<file path="src/rtl/inst_fetch_if.sv">
// Instruction fetch interface: issues one word fetch at a time on the instruction bus.
// The fetched word is delivered to IF/ID with stall buffering, flush draining and misaligned-pc faults.
module inst_fetch_if (
  input  logic        clk,
  input  logic        rst,
  input  logic        ce,
  input  logic [31:0] pc,
  input  logic [5:0]  stall,
  input  logic        flush,
  output logic        stallreq,
  output logic        mem_req,
  output logic [31:0] mem_addr,
  input  logic        mem_ack,
  input  logic [31:0] mem_rdata,
  output logic [31:0] inst,
  output logic        inst_valid,
  output logic        inst_misalign
);

  typedef enum logic [1:0] {
    IDLE  = 2'd0,
    BUSY  = 2'd1,
    DRAIN = 2'd2,
    HOLD  = 2'd3
  } state_t;

  state_t      state_reg, state_next;
  logic [31:0] addr_reg, addr_next;
  logic [31:0] inst_reg, inst_next;
  logic        valid_reg, valid_next;
  logic        misalign_reg, misalign_next;
  logic [31:0] hold_reg, hold_next;

  logic stall_id;
  logic pc_misaligned;
  logic unused_stall_bits;

  assign stall_id          = stall[1];
  assign pc_misaligned     = |pc[1:0];
  assign unused_stall_bits = ^{stall[5:2], stall[0]};

  assign mem_req       = (state_reg == BUSY) || (state_reg == DRAIN);
  assign mem_addr      = addr_reg;
  assign inst          = inst_reg;
  assign inst_valid    = valid_reg;
  assign inst_misalign = misalign_reg;

  // PC may advance once the bus acknowledges, or when a misaligned pc is faulted immediately.
  assign stallreq = ce & ~(((state_reg == BUSY) & mem_ack) |
                           ((state_reg == IDLE) & pc_misaligned & ~stall_id));

  always_comb begin
    state_next    = state_reg;
    addr_next     = addr_reg;
    hold_next     = hold_reg;
    inst_next     = 32'd0;
    valid_next    = 1'b0;
    misalign_next = 1'b0;

    if (flush) begin
      hold_next = 32'd0;
      case (state_reg)
        BUSY, DRAIN: state_next = mem_ack ? IDLE : DRAIN;
        default:     state_next = IDLE;
      endcase
    end else if (stall_id) begin
      // IF/ID is frozen: keep the delivered slot, park any returning word in the hold buffer.
      inst_next     = inst_reg;
      valid_next    = valid_reg;
      misalign_next = misalign_reg;
      case (state_reg)
        BUSY: begin
          if (mem_ack) begin
            hold_next  = mem_rdata;
            state_next = HOLD;
          end
        end
        DRAIN: begin
          if (mem_ack) state_next = IDLE;
        end
        default: ;
      endcase
    end else begin
      case (state_reg)
        IDLE: begin
          if (ce) begin
            if (pc_misaligned) begin
              valid_next    = 1'b1;
              misalign_next = 1'b1;
            end else begin
              addr_next  = pc;
              state_next = BUSY;
            end
          end
        end
        BUSY: begin
          if (mem_ack) begin
            inst_next  = mem_rdata;
            valid_next = 1'b1;
            state_next = IDLE;
          end
        end
        DRAIN: begin
          if (mem_ack) state_next = IDLE;
        end
        HOLD: begin
          inst_next  = hold_reg;
          valid_next = 1'b1;
          state_next = IDLE;
        end
        default: state_next = IDLE;
      endcase
    end
  end

  always_ff @(posedge clk or posedge rst) begin
    if (rst) begin
      state_reg    <= IDLE;
      addr_reg     <= 32'd0;
      inst_reg     <= 32'd0;
      valid_reg    <= 1'b0;
      misalign_reg <= 1'b0;
      hold_reg     <= 32'd0;
    end else begin
      state_reg    <= state_next;
      addr_reg     <= addr_next;
      inst_reg     <= inst_next;
      valid_reg    <= valid_next;
      misalign_reg <= misalign_next;
      hold_reg     <= hold_next;
    end
  end

endmodule

</file>
<file path="config.mk">
export PLATFORM = sky130hd
export DESIGN_NAME = inst_fetch_if
export DESIGN_NICKNAME = d
export VERILOG_FILES = /design/src/rtl/inst_fetch_if.sv
export SDC_FILE = /design/constraint.sdc
export NUM_CORES = 1
export LEC_CHECK = 0
export BUFFER_PORTS_ARGS = -buffer_cell sky130_fd_sc_hd__buf_2
export CAP_MARGIN = 30
export CELL_PAD_IN_SITES_DETAIL_PLACEMENT = 1
export CELL_PAD_IN_SITES_GLOBAL_PLACEMENT = 1
export CORE_ASPECT_RATIO = 0.9
export CORE_UTILIZATION = 38
export CTS_CLUSTER_DIAMETER = 40
export DETAILED_ROUTE_END_ITERATION = 7
export PLACE_DENSITY_LB_ADDON = 0.1
export SETUP_SLACK_MARGIN = 0.05
export SYNTH_ARGS = -nofsm -noshare
export SYNTH_HDL_FRONTEND = slang
export SYNTH_SLANG_ARGS = --single-unit
</file>
<file path="constraint.sdc">
create_clock -name clk -period 3.74 [get_ports clk]
set_clock_uncertainty 0.1 [all_clocks]
set_input_delay 0.374 -clock clk [delete_from_list [all_inputs] [get_ports clk]]
set_output_delay 0.374 -clock clk [all_outputs]
set_load 0.1 [all_outputs]
</file>
**After elaboration in Yosys (flattened, before gate mapping)**

Index checks and enable logic that the tools add are counted.

- Register bits: 100
- Bits of input ports: 75
- Output and inout port bits: 68
- Logic and storage cells: 60

- Equal/unequal tests: 8
- Mux-type cells: 27
- Bitwise logic cells: 9
- Reductions and logical operators: 10

Operator list:

| operator | number |
|---|---|
| 2-to-1 mux 32 bit | 7 |
| one-hot mux 32 bit (2 select lines) | 1 |
| 2-to-1 mux 2 bit | 8 |
| inequality test 4 bit, second input constant | 3 |
| 2-to-1 mux 1 bit | 8 |
| one-hot mux 2 bit (3 select lines) | 1 |
| nonzero test 2 bit | 3 |
| AND reduction 5 bit | 1 |
| bitwise AND 1 bit | 4 |
| == test 2 bit, second input constant | 2 |
| inequality test 4 x 1 -> 1 bit, second input constant | 1 |
| inverter 1 bit | 4 |
| one-hot mux 2 bit (2 select lines) | 1 |
| AND reduction 4 bit | 1 |
| OR reduction 2 bit | 2 |
| one-hot mux 1 bit (3 select lines) | 1 |
| AND reduction 3 bit | 1 |
| == test 2 x 1 -> 1 bit, second input constant | 1 |
| zero test 2 bit | 1 |
| inequality test 2 x 1 -> 1 bit, second input constant | 1 |
| logical OR 1 bit | 1 |
| OR 1 bit | 1 |

**Logic depth before layout (Yosys ltp)**

- Depth after elaboration: 6
- Gate-level depth with buffers: 8
- Gate-level depth less buffers: 6

**Worst setup path after synthesis**

No wires, ideal clock.

- Kind: register to register
- Start point: register state_reg[1]
- End point: register state_reg[0]
- Library setup time: 0.084 ns
- Data arrival time: 2.105 ns
- Required time: 3.556 ns
- Slack: 1.450 ns
- Cell stages (with the launch flop): 6
- Buffers on the path: 0
- Clock period less this slack: 2.290 ns
- Path through: dfrtp_1 > inv_1 > ha_1 > a21boi_4 > or4_1 > o21ai_0

- Longest elaborated chain between the ends: 5
- Elaborated cells on any way between the ends: 15
- Classes of those cells: 7 x eq/ne; 5 x mux; 3 x reduce/logical

RTL lines:

| item | line | RTL |
|---|---|---|
| start, declared | 27 | `state_t state_reg, state_next;` |
| start signal, assigned | 125 | `state_reg <= state_next;` |
| == test 2 x 1 -> 1 bit / == test 2 bit (equally long branches) | 62, 71, 84 |  |
| OR reduction 2 bit (no source line) | -- |  |
| one-hot mux 2 bit (3 select lines) | 84 | `case (state_reg)` |
| 2-to-1 mux 2 bit | 66 | `end else if (stall_id) begin` |
| 2-to-1 mux 2 bit | 60 | `if (flush) begin` |

Parallel ways exist; a longest one is shown, timed or not.
A chain may end at the register's enable or synchronous reset.

**Final worst setup path**

- Start point: register state_reg[1]
- End point: register hold_reg[30]

- Longest elaborated chain between the ends: 3

RTL lines:

| item | line | RTL |
|---|---|---|
| == test 2 x 1 -> 1 bit | 71 | `case (state_reg)` |
| nonzero test 2 bit (no source line) | -- |  |
| AND reduction 3 bit (no source line) | -- |  |
| end signal, assigned | 130 | `hold_reg <= hold_next;` |
| end, declared | 32 | `logic [31:0] hold_reg, hold_next;` |

Every way passes these cells.

==> flow_metrics.py <==
metrics = {
    "status": {
        "status": "complete, no violations",
    },
    "cells_and_area": {
        "drive_above_1_share_pct": 36.16,
        "final_area_um2": 5320,
        "antennaDiodeCount": 0,
        "fillers": 1236,
        "num-nets-final": 610,
        "multi_input_comb_area_um2": 1563,
        "synthToLayoutAreaGrowth_pct": 26.40,
        "ff_latch_area_um2": 2502,
    },
    "clock_network": {
        "htreeDepth": 3,
        "tritoncts": "done",
        "clkSlewWorstSetupHoldPaths_ps": 60,
        "clockRootBuffer": "clkbuf_16",
        "clock_latency_ps": 350,
        "clock_sinks": 100,
        "cts_setup_buffers": 0,
        "cts_buffer_depth": 2,
        "numCtsBuffers": 9,
        "cts_hold_buf": 1,
        "post_cts_resized": 0,
    },
    "setup_path": {
        "critPathArrivalTime_ps": 2590,
        "critPathLaunchType": "flip-flop",
        "rrSetupSlack_ps": 1230,
        "r2r-end": "hold_reg[30]",
        "r2r_cells": 8,
        "crit_start": "state_reg[1]",
        "critPathKind": "flip-flop to flip-flop",
        "max_stage_delay_ps": 460,
        "cp_slowest_cell": "dfrtp_1",
        "rr_startpoint": "state_reg[1]",
        "worstPathRequired_ps": 3830,
        "worstPathMaxFanout": 33,
        "end_kind": "flip-flop",
        "cp-endpoint": "hold_reg[30]",
        "critical_path.cell_chain": "inv_1 > ha_1 > and2_1 > buf_4 > nand2_1 > buf_4 > nand2_1 > a21oi_1",
    },
    "drt": {
        "num_vias": 3415,
        "drc": 0,
        "postRouteAntennaNets": 0,
        "post_drt_via_cell_ratio": 5.143,
        "drtPass1Iterations": 4,
        "wl_per_cell_um": 16.97,
        "routed_wirelength_um": 11270,
        "drt_iter0_markers": 115,
    },
    "yosys": {
        "ys_warn_count": 0,
        "synth_top_cell_area_share_pct": 59.45,
        "synth_cell_types": 27,
        "yosys.area_share.simple_pct": 11.24,
        "synth.area.top_cells": "dfrtp_1 (59%), nand2_1 (8.9%), mux2_2 (8.0%)",
        "synth.net_count": 482,
        "synth_compound_area_share_pct": 15.93,
        "synth_top_cell_by_area": "dfrtp_1",
        "synth_enable_flop_cells": 0,
        "ys_seq_area_share_pct": 59.45,
        "synth_common_cells": "dfrtp_1 (100), nand2_1 (100), a21oi_1 (36), o21ai_0 (36), a22oi_1 (33)",
        "muxShareOfSynthArea_pct": 8.026,
        "synth_flop_cell": "dfrtp_1",
        "synthAdderAreaFrac_pct": 1.784,
        "syn_inst": 401,
        "async_flop_share_pct": 100.0,
        "synth.avg_cell_area_um2": 10.50,
        "ys_ff_latch": 100,
        "synth_top_family_by_area": "compound AO/OA/AOI/OAI gates",
        "synthXorXnorAreaFrac_pct": 0,
        "synth_area_um2": 4209,
    },
    "floorplan": {
        "rows": 36,
        "dieWidth_um": 112.9,
        "coreArea_um2": 10810,
        "ios": 143,
        "start_util_pct": 38.94,
        "dieArea_um2": 11500,
        "dieHeight_um": 101.8,
    },
    "timing": {
        "post-route-period-util_pct": 67.01,
        "hold_viol": 0,
        "setup_viol": 0,
        "fin_tns_setup_ps": 0,
        "period_needed_ps": 2506,
        "relSlewSlack_pct": 43.06,
        "final_max_slew_viol_count": 0,
        "fmax_ghz": 0.3990,
        "rsz0062_at_grt": "no",
        "tightestPinTransition_ps": 832.6,
        "worst_hold_slack_ps": 152.7,
    },
    "global_routing": {
        "grt_pass1_vias": 3433,
        "grt_max_degree": 63,
        "antenna_found_initial": 0,
        "grt_pass1_wl_um": 17940,
        "grt_usage_pct": 20.68,
        "grt.overflow.total": 0,
    },
    "placement": {
        "port_buffers": 137,
        "place_area_um2": 5030,
        "gp_congestion": 0.7525,
        "place_hpwl_um": 7485,
    },
    "pwr": {
        "p_per_area_nw_per_um2": 856.3,
        "clkPwrFrac_pct": 20.0,
        "power_frac_comb_pct": 49.4,
        "seqPwrFrac_pct": 30.6,
        "p_sw_share_pct": 51.49,
        "power.internal_mw": 2.210,
        "power.ir.vdd_worst_mv": 0.5335,
        "p_leak_nw": 2.608,
        "p_switching_mw": 2.346,
    },
    "job": {
        "drv_cap": 0,
    },
    "worst_hold_path": {
        "min-delay-start": "pc[22]",
        "hp-class": "input port to flip-flop",
    },
}
[cell usage in the layout (no fill, tap or decap), types with 2 or more instances in the layout]
| master | instances |
|---|---|
| buf_2 | 137 |
| nand2_1 | 100 |
| dfrtp_1 | 100 |
| a21oi_1 | 36 |
| o21ai_0 | 35 |
| a22oi_1 | 33 |
| mux2_2 | 30 |
| clkbuf_16 | 9 |
| buf_4 | 8 |
| nor2_1 | 6 |
| ha_1 | 6 |
| inv_1 | 5 |
| and2_1 | 3 |
| nor3_1 | 2 |
[worst min path at each step]
| stage | slack, ps | end | cells past startpoint |
|---|---|---|---|
| after floorplan | 400 | hold_reg[31] | 2 |
| after global placement | 360 | inst[8] | 2 |
| after detailed placement | 300 | mem_addr[16] | 2 |
| after CTS | 140 | mem_addr[23] | 2 |
| after global routing | 140 | mem_addr[13] | 2 |
| final | 150 | mem_addr[22] | 2 |
[metrics by stage]
| step | instances | utilization [%] | worst slack [ps] | power (mW) |
|---|---|---|---|---|
| final | 664 | 49.21 | 1234 | 4.556 |
| after CTS | 664 | 49.21 | 1253 | 4.602 |
| after global placement | 649 | 46.27 | 1349 | 3.633 |
| after global routing | 664 | 49.21 | 1080 | 4.753 |
| after detailed placement | 650 | 46.53 | 1281 | 3.675 |
| after floorplan | 401 | - | 647.2 | 3.265 |
[final cells by class]
| type | count | area share (%) |
|---|---|---|
| sequential | 100 | 47.04 |
| multi-input combinational | 265 | 29.37 |
| timing repair buffer | 147 | 14.72 |
| clock buffer | 11 | 4.563 |
| tap | 133 | 3.128 |
| clock inverter | 2 | 0.7056 |
| inverter | 6 | 0.4704 |
[routing by layer]
layer | global-route usage (%) | vias to the layer above | wire length, um
met2 | 34.19 | 78 | 5426
met4 | 4.960 | 0 | 101
met5 | 0 | - | 0
li1 | - | 1630 | -
met1 | 26.30 | 1700 | 5155
met3 | 7.295 | 7 | 584
[critical path: cells and delay by family, from the launching register on]
family | cells | cell delay, ps
buffers and inverters | 3 | 880
adder cells (fa/ha/maj) | 1 | 170
flip-flops | 1 | 460
AO/OA/AOI/OAI | 1 | 70
AND/OR/NAND/NOR | 3 | 660
[kinds of logic after synthesis]
| group | Yosys count |
|---|---|
| and+or+nand+nor | 118 |
| buffers and inverters | 36 |
| DFF | 100 |
| muxes | 30 |
| AOI/OAI and AO/OA | 111 |
| adders and majority gates | 6 |
[power by group through the flow]
stage	Sequential [mW]	Combinational, mW	Clock [mW]
after floorplan	2.72	0.547	0
after global placement	1.40	2.23	0
after detailed placement	1.42	2.26	0
after CTS	1.40	2.26	0.940
after global routing	1.43	2.35	0.982
final	1.40	2.25	0.911
Note: power is estimated with default switching activity, not from simulation.
